$ cat src/rtl/vib_driver.sv
// Vibration-motor driver: PWM-gated single, triple or continuous bursts with stop/abort.
// Optional VIB_RETRIGGER_EN lets a new start restart a running pattern.
module vib_driver #(
  parameter int PWM_PERIOD = 2500,
  parameter int DUTY       = 1875,
  parameter int ON_CYC     = 12_500_000,
  parameter int OFF_CYC    = 12_500_000
) (
  input  logic       clk,
  input  logic       rst,
  input  logic       start,
  input  logic [1:0] level,
  input  logic       stop,
  output logic       motor_pwm,
  output logic       busy,
  output logic       done
);

  localparam int unsigned PWM_W  = (PWM_PERIOD > 1) ? $clog2(PWM_PERIOD) : 1;
  localparam int unsigned PH_MAX = (ON_CYC > OFF_CYC) ? ON_CYC : OFF_CYC;
  localparam int unsigned PH_W   = (PH_MAX > 1) ? $clog2(PH_MAX) : 1;

  localparam logic [PWM_W-1:0] PWM_LAST = PWM_W'(PWM_PERIOD - 1);
  localparam logic [PH_W-1:0]  ON_LAST  = PH_W'(ON_CYC - 1);
  localparam logic [PH_W-1:0]  OFF_LAST = PH_W'(OFF_CYC - 1);

`ifdef VIB_RETRIGGER_EN
  localparam bit RETRIG_EN = 1'b1;
`else
  localparam bit RETRIG_EN = 1'b0;
`endif

  typedef enum logic [1:0] {S_IDLE, S_ON, S_OFF, S_FIN} state_t;

  state_t            state;
  logic [1:0]        lvl_q;
  logic [1:0]        burst_cnt;
  logic [PH_W-1:0]   phase_cnt;
  logic [PWM_W-1:0]  pwm_cnt;

  logic              running_c;
  logic              launch_c;
  logic              on_end_c;
  logic              off_end_c;
  logic [PWM_W-1:0]  pwm_nxt_c;

  // Signed compare keeps DUTY = 0 (never high) and DUTY = PWM_PERIOD (always high) exact.
  function automatic logic duty_hi(input int c);
    return c < DUTY;
  endfunction

  assign running_c = (state == S_ON) || (state == S_OFF);
  assign launch_c  = start && ((state == S_IDLE) || (RETRIG_EN && running_c));
  assign on_end_c  = (phase_cnt == ON_LAST);
  assign off_end_c = (phase_cnt == OFF_LAST);
  assign pwm_nxt_c = (pwm_cnt == PWM_LAST) ? '0 : pwm_cnt + PWM_W'(1);

  // Outputs are registered from the state being entered, so they track state with no lag.
  always_ff @(posedge clk) begin
    if (rst) begin
      state     <= S_IDLE;
      lvl_q     <= '0;
      burst_cnt <= '0;
      phase_cnt <= '0;
      pwm_cnt   <= '0;
      motor_pwm <= 1'b0;
      busy      <= 1'b0;
      done      <= 1'b0;
    end else begin
      done <= 1'b0;
      if (running_c && stop) begin
        state     <= S_FIN;
        done      <= 1'b1;
        busy      <= 1'b0;
        motor_pwm <= 1'b0;
      end else if (launch_c) begin
        phase_cnt <= '0;
        pwm_cnt   <= '0;
        burst_cnt <= '0;
        if (level == 2'd0) begin
          state     <= S_FIN;
          done      <= 1'b1;
          busy      <= 1'b0;
          motor_pwm <= 1'b0;
        end else begin
          state     <= S_ON;
          lvl_q     <= level;
          busy      <= 1'b1;
          motor_pwm <= duty_hi(0);
        end
      end else begin
        case (state)
          S_ON: begin
            if (on_end_c) begin
              phase_cnt <= '0;
              pwm_cnt   <= '0;
              if (lvl_q == 2'd3) begin
                motor_pwm <= duty_hi(0);
              end else if ((lvl_q == 2'd2) && (burst_cnt != 2'd2)) begin
                state     <= S_OFF;
                burst_cnt <= burst_cnt + 2'd1;
                motor_pwm <= 1'b0;
              end else begin
                state     <= S_FIN;
                burst_cnt <= burst_cnt + 2'd1;
                done      <= 1'b1;
                busy      <= 1'b0;
                motor_pwm <= 1'b0;
              end
            end else begin
              phase_cnt <= phase_cnt + PH_W'(1);
              pwm_cnt   <= pwm_nxt_c;
              motor_pwm <= duty_hi(int'(pwm_nxt_c));
            end
          end
          S_OFF: begin
            if (off_end_c) begin
              state     <= S_ON;
              phase_cnt <= '0;
              pwm_cnt   <= '0;
              motor_pwm <= duty_hi(0);
            end else begin
              phase_cnt <= phase_cnt + PH_W'(1);
            end
          end
          S_FIN: begin
            state <= S_IDLE;
          end
          default: ;
        endcase
      end
    end
  end

endmodule

$ cat config.mk
export PLATFORM = sky130hd
export DESIGN_NAME = vib_driver
export DESIGN_NICKNAME = d
export VERILOG_FILES = /design/src/rtl/vib_driver.sv
export SDC_FILE = /design/constraint.sdc
export NUM_CORES = 1
export LEC_CHECK = 0
export BUFFER_PORTS_ARGS = -buffer_cell sky130_fd_sc_hd__buf_4
export CAP_MARGIN = 10
export CORE_MARGIN = 4
export CORE_UTILIZATION = 60
export DETAILED_ROUTE_END_ITERATION = 8
export HOLD_SLACK_MARGIN = 0.05
export PLACE_DENSITY = 0.78
export SYNTH_ARGS = -nofsm -noshare
export SYNTH_HDL_FRONTEND = slang
export SYNTH_SLANG_ARGS = --single-unit
export TNS_END_PERCENT = 10
$ cat constraint.sdc
create_clock -name clk -period 4.2 [get_ports clk]
set_clock_uncertainty 0.1 [all_clocks]
set_input_delay 0.21 -clock clk [delete_from_list [all_inputs] [get_ports clk]]
set_output_delay 0.21 -clock clk [all_outputs]
set_load 0.02 [all_outputs]
==> results.cfg <==
[worst_setup_path]
rrSetupSlack_ps = 1710
worstSetupPathType = register to register
worstRegToRegCells = 8
cp-start-kind = register
crit_fanout = 10
worstReg2RegStart = state[1]
worstPathRequired_ps = 4320
worstSetupEndpointType = register
arrival_ps = 2620
r2r_end = pwm_cnt[7]

[yosys]
yosys_warnings = 0
synth-edff-count = 0
syn_avg_cell_area_um2 = 8.31
synth_seq_cells = 45
synth_area_leaders = dfxtp_1, nor2_1, nand2_1, a21oi_1, ha_1
synth_top_area_frac = 0.337
synth_cell_type_count = 62
synth_most_common_cell = dfxtp_1
syn_nets = 336
synth_top_cell_by_area = dfxtp_1
synth_common_cells = dfxtp_1, nor2_1, nand2_1, a21oi_1, nand3_1
synth_cells = 322
ys.flop_type = dfxtp_1
async_flop_share = 0
ys_seq_area_frac = 0.337
syn_area_um2 = 2680

[global_routing]
grtUsageTotal = 0.223
antenna_found_initial = 0
grt_start_max_net_pins = 25
grt_pass1_vias = 2266
grt_pass1_wl_um = 9780
grt-ovfl-total = 0

[pwr]
power_density_nw_per_um2 = 420
peakVddDrop_mv = 0.244
power_mw = 1.20
p_leak_nw = 0.988

[routing]
num_vias = 2340
drt-total-wl_um = 5700
wl_per_cell_um = 14.9
drcViolationCount = 0
drt-vias-per-instance = 6.14
antenna_left = 0
drt_iter0_markers = 145
first_pass_iters = 4

[sta]
worst_slew_pin_slew_ps = 641
finalSetupViolCount = 0
timing.final.crit_share = 0.594
rsz0062_at_grt = false
slew_violations = 0
fin_ws_ps = 1710
fin_crit_ps = 2490
hold_violations = 0
fmax_ghz = 0.401
maxSlewHeadroom = 0.572
fin_setup_tns_ps = 0

[place]
port_buffers = 8
gp_congestion = 0.928
place_ws_ps = 1780
dp_hpwl_um = 4210

[clock_network]
cts_sinks = 45
htree_levels = 2
cts_buffers = 5
cts_hold_buf = 0
path_clk_slew_ps = 90
cts_resized = 0
cts_tree = built
cts-root-buf = clkbuf_8
post_cts_buffers = 0
clockBufferDepth = 2
clkLatencyLatePin_ps = 300

[hold_path]
hold-path-cell-count = 3
min_path_type = input pin to register
min_to = lvl_q[1]
min_from = level[1]

[floorplanning]
die_x_um = 74.8
die_y_um = 74.8
io_pins = 9
core_um2 = 4320
dieArea_um2 = 5590
row_count = 24
initial_core_util = 0.619

[layout]
drive_gt1_frac = 0.103
nets = 342
postLayoutCoreUtil = 0.659
syn_to_final_growth_pct = 6.55
n_antenna_cell = 0

[outcome]
outcome = finished, final reports clean

[run]
maxCapViolCount = 0
-- worst max-delay path by stage --
stage | start | endpoint | slack (ps) | cells past startpoint
2_1_floorplan | state[0] | phase_cnt[13] | 2040 | 9
3_3_place_gp | state[1] | pwm_cnt[10] | 1770 | 8
3_5_place_dp | state[1] | pwm_cnt[7] | 1780 | 8
4_1_cts | state[1] | pwm_cnt[7] | 1730 | 8
5_1_grt | state[1] | pwm_cnt[10] | 1560 | 8
6_report | state[1] | pwm_cnt[7] | 1710 | 8
-- cell families after synthesis --
logic type,count (synthesis),share of synthesized area
simple gates,157,0.344
compound gates,65,0.165
flops,45,0.337
xor+xnor,22,0.0720
buf+inv,22,0.0332
fa+ha+maj,8,0.0374
mux,3,0.0117
-- sequential cells by signal, summed over array words and instances (netlist names) --
name,cells
pwm_cnt,12
motor_pwm,1
lvl_q,2
busy,1
burst_cnt,2
phase_cnt,24
done,1
state,2
-- stage by stage --
stage	cell area, µm²	std cells	hold slack (ps)
after floorplan	2680	322	281
after global placement	2760	373	339
after detailed placement	2760	373	364
after CTS	2850	381	96.6
after global routing	2850	381	118
final	2850	381	98.1
-- worst max-delay path: stages (launching register included) --
cell and delay, ps:
dfxtp_1 440, inv_1 110, ha_1 330, nand2_1 240, and3_1 220, a21boi_2 310
nand2_2 200, or3_1 380, o221ai_1 70
-- cell type report --
| type | count | area, µm² |
|---|---|---|
| Timing Repair Buffer | 8 | 60.1 |
| Sequential cell | 45 | 901 |
| Inverter | 13 | 48.8 |
| Fill cell | 390 | 1470 |
| Multi-Input combinational cell | 255 | 1690 |
| Tap cell | 52 | 65.1 |
| Clock inverter | 3 | 21.3 |
| Clock buffer | 5 | 68.8 |
-- layer usage --
layer	wire length, µm	track usage	vias to the layer above
met5	0	0	-
met4	138	0.101	0
met3	234	0.0387	15
met2	2680	0.373	60
met1	2640	0.281	1089
li1	-	-	1176
-- power by group --
group	switching, mW	total (mW)	leakage (nW)	internal, mW
Clock	0.159	0.277	0.0445	0.118
Sequential	0.0331	0.492	0.364	0.459
Combinational	0.272	0.427	0.579	0.155
Total	0.464	1.20	0.988	0.733
-- placed cells by master, fill, tap and decap left out, types with 2 or more instances in the layout --
cell / count
mux2i_1: 2
nor4_1: 8
nor3_1: 10
inv_1: 13
nor4_4: 2
nand3b_1: 4
a21o_1: 3
nand4b_1: 2
o22ai_1: 4
and4_1: 2
nand3_1: 15
ha_1: 8
dfxtp_1: 45
nand4_1: 5
nand2b_1: 4
nand2_1: 28
nor4bb_1: 2
nor2b_1: 2
nor2_1: 39
nand3_2: 2
and2_1: 4
or3_1: 5
buf_4: 8
a211oi_1: 2
o221ai_1: 3
nand4_4: 2
nor4b_1: 2
a31oi_1: 6
a21oi_1: 20
clkbuf_8: 5
xor2_1: 11
nor3b_1: 2
o21ai_0: 12
and3_1: 7
xnor2_1: 11
Note: power is estimated with default switching activity, not from simulation.
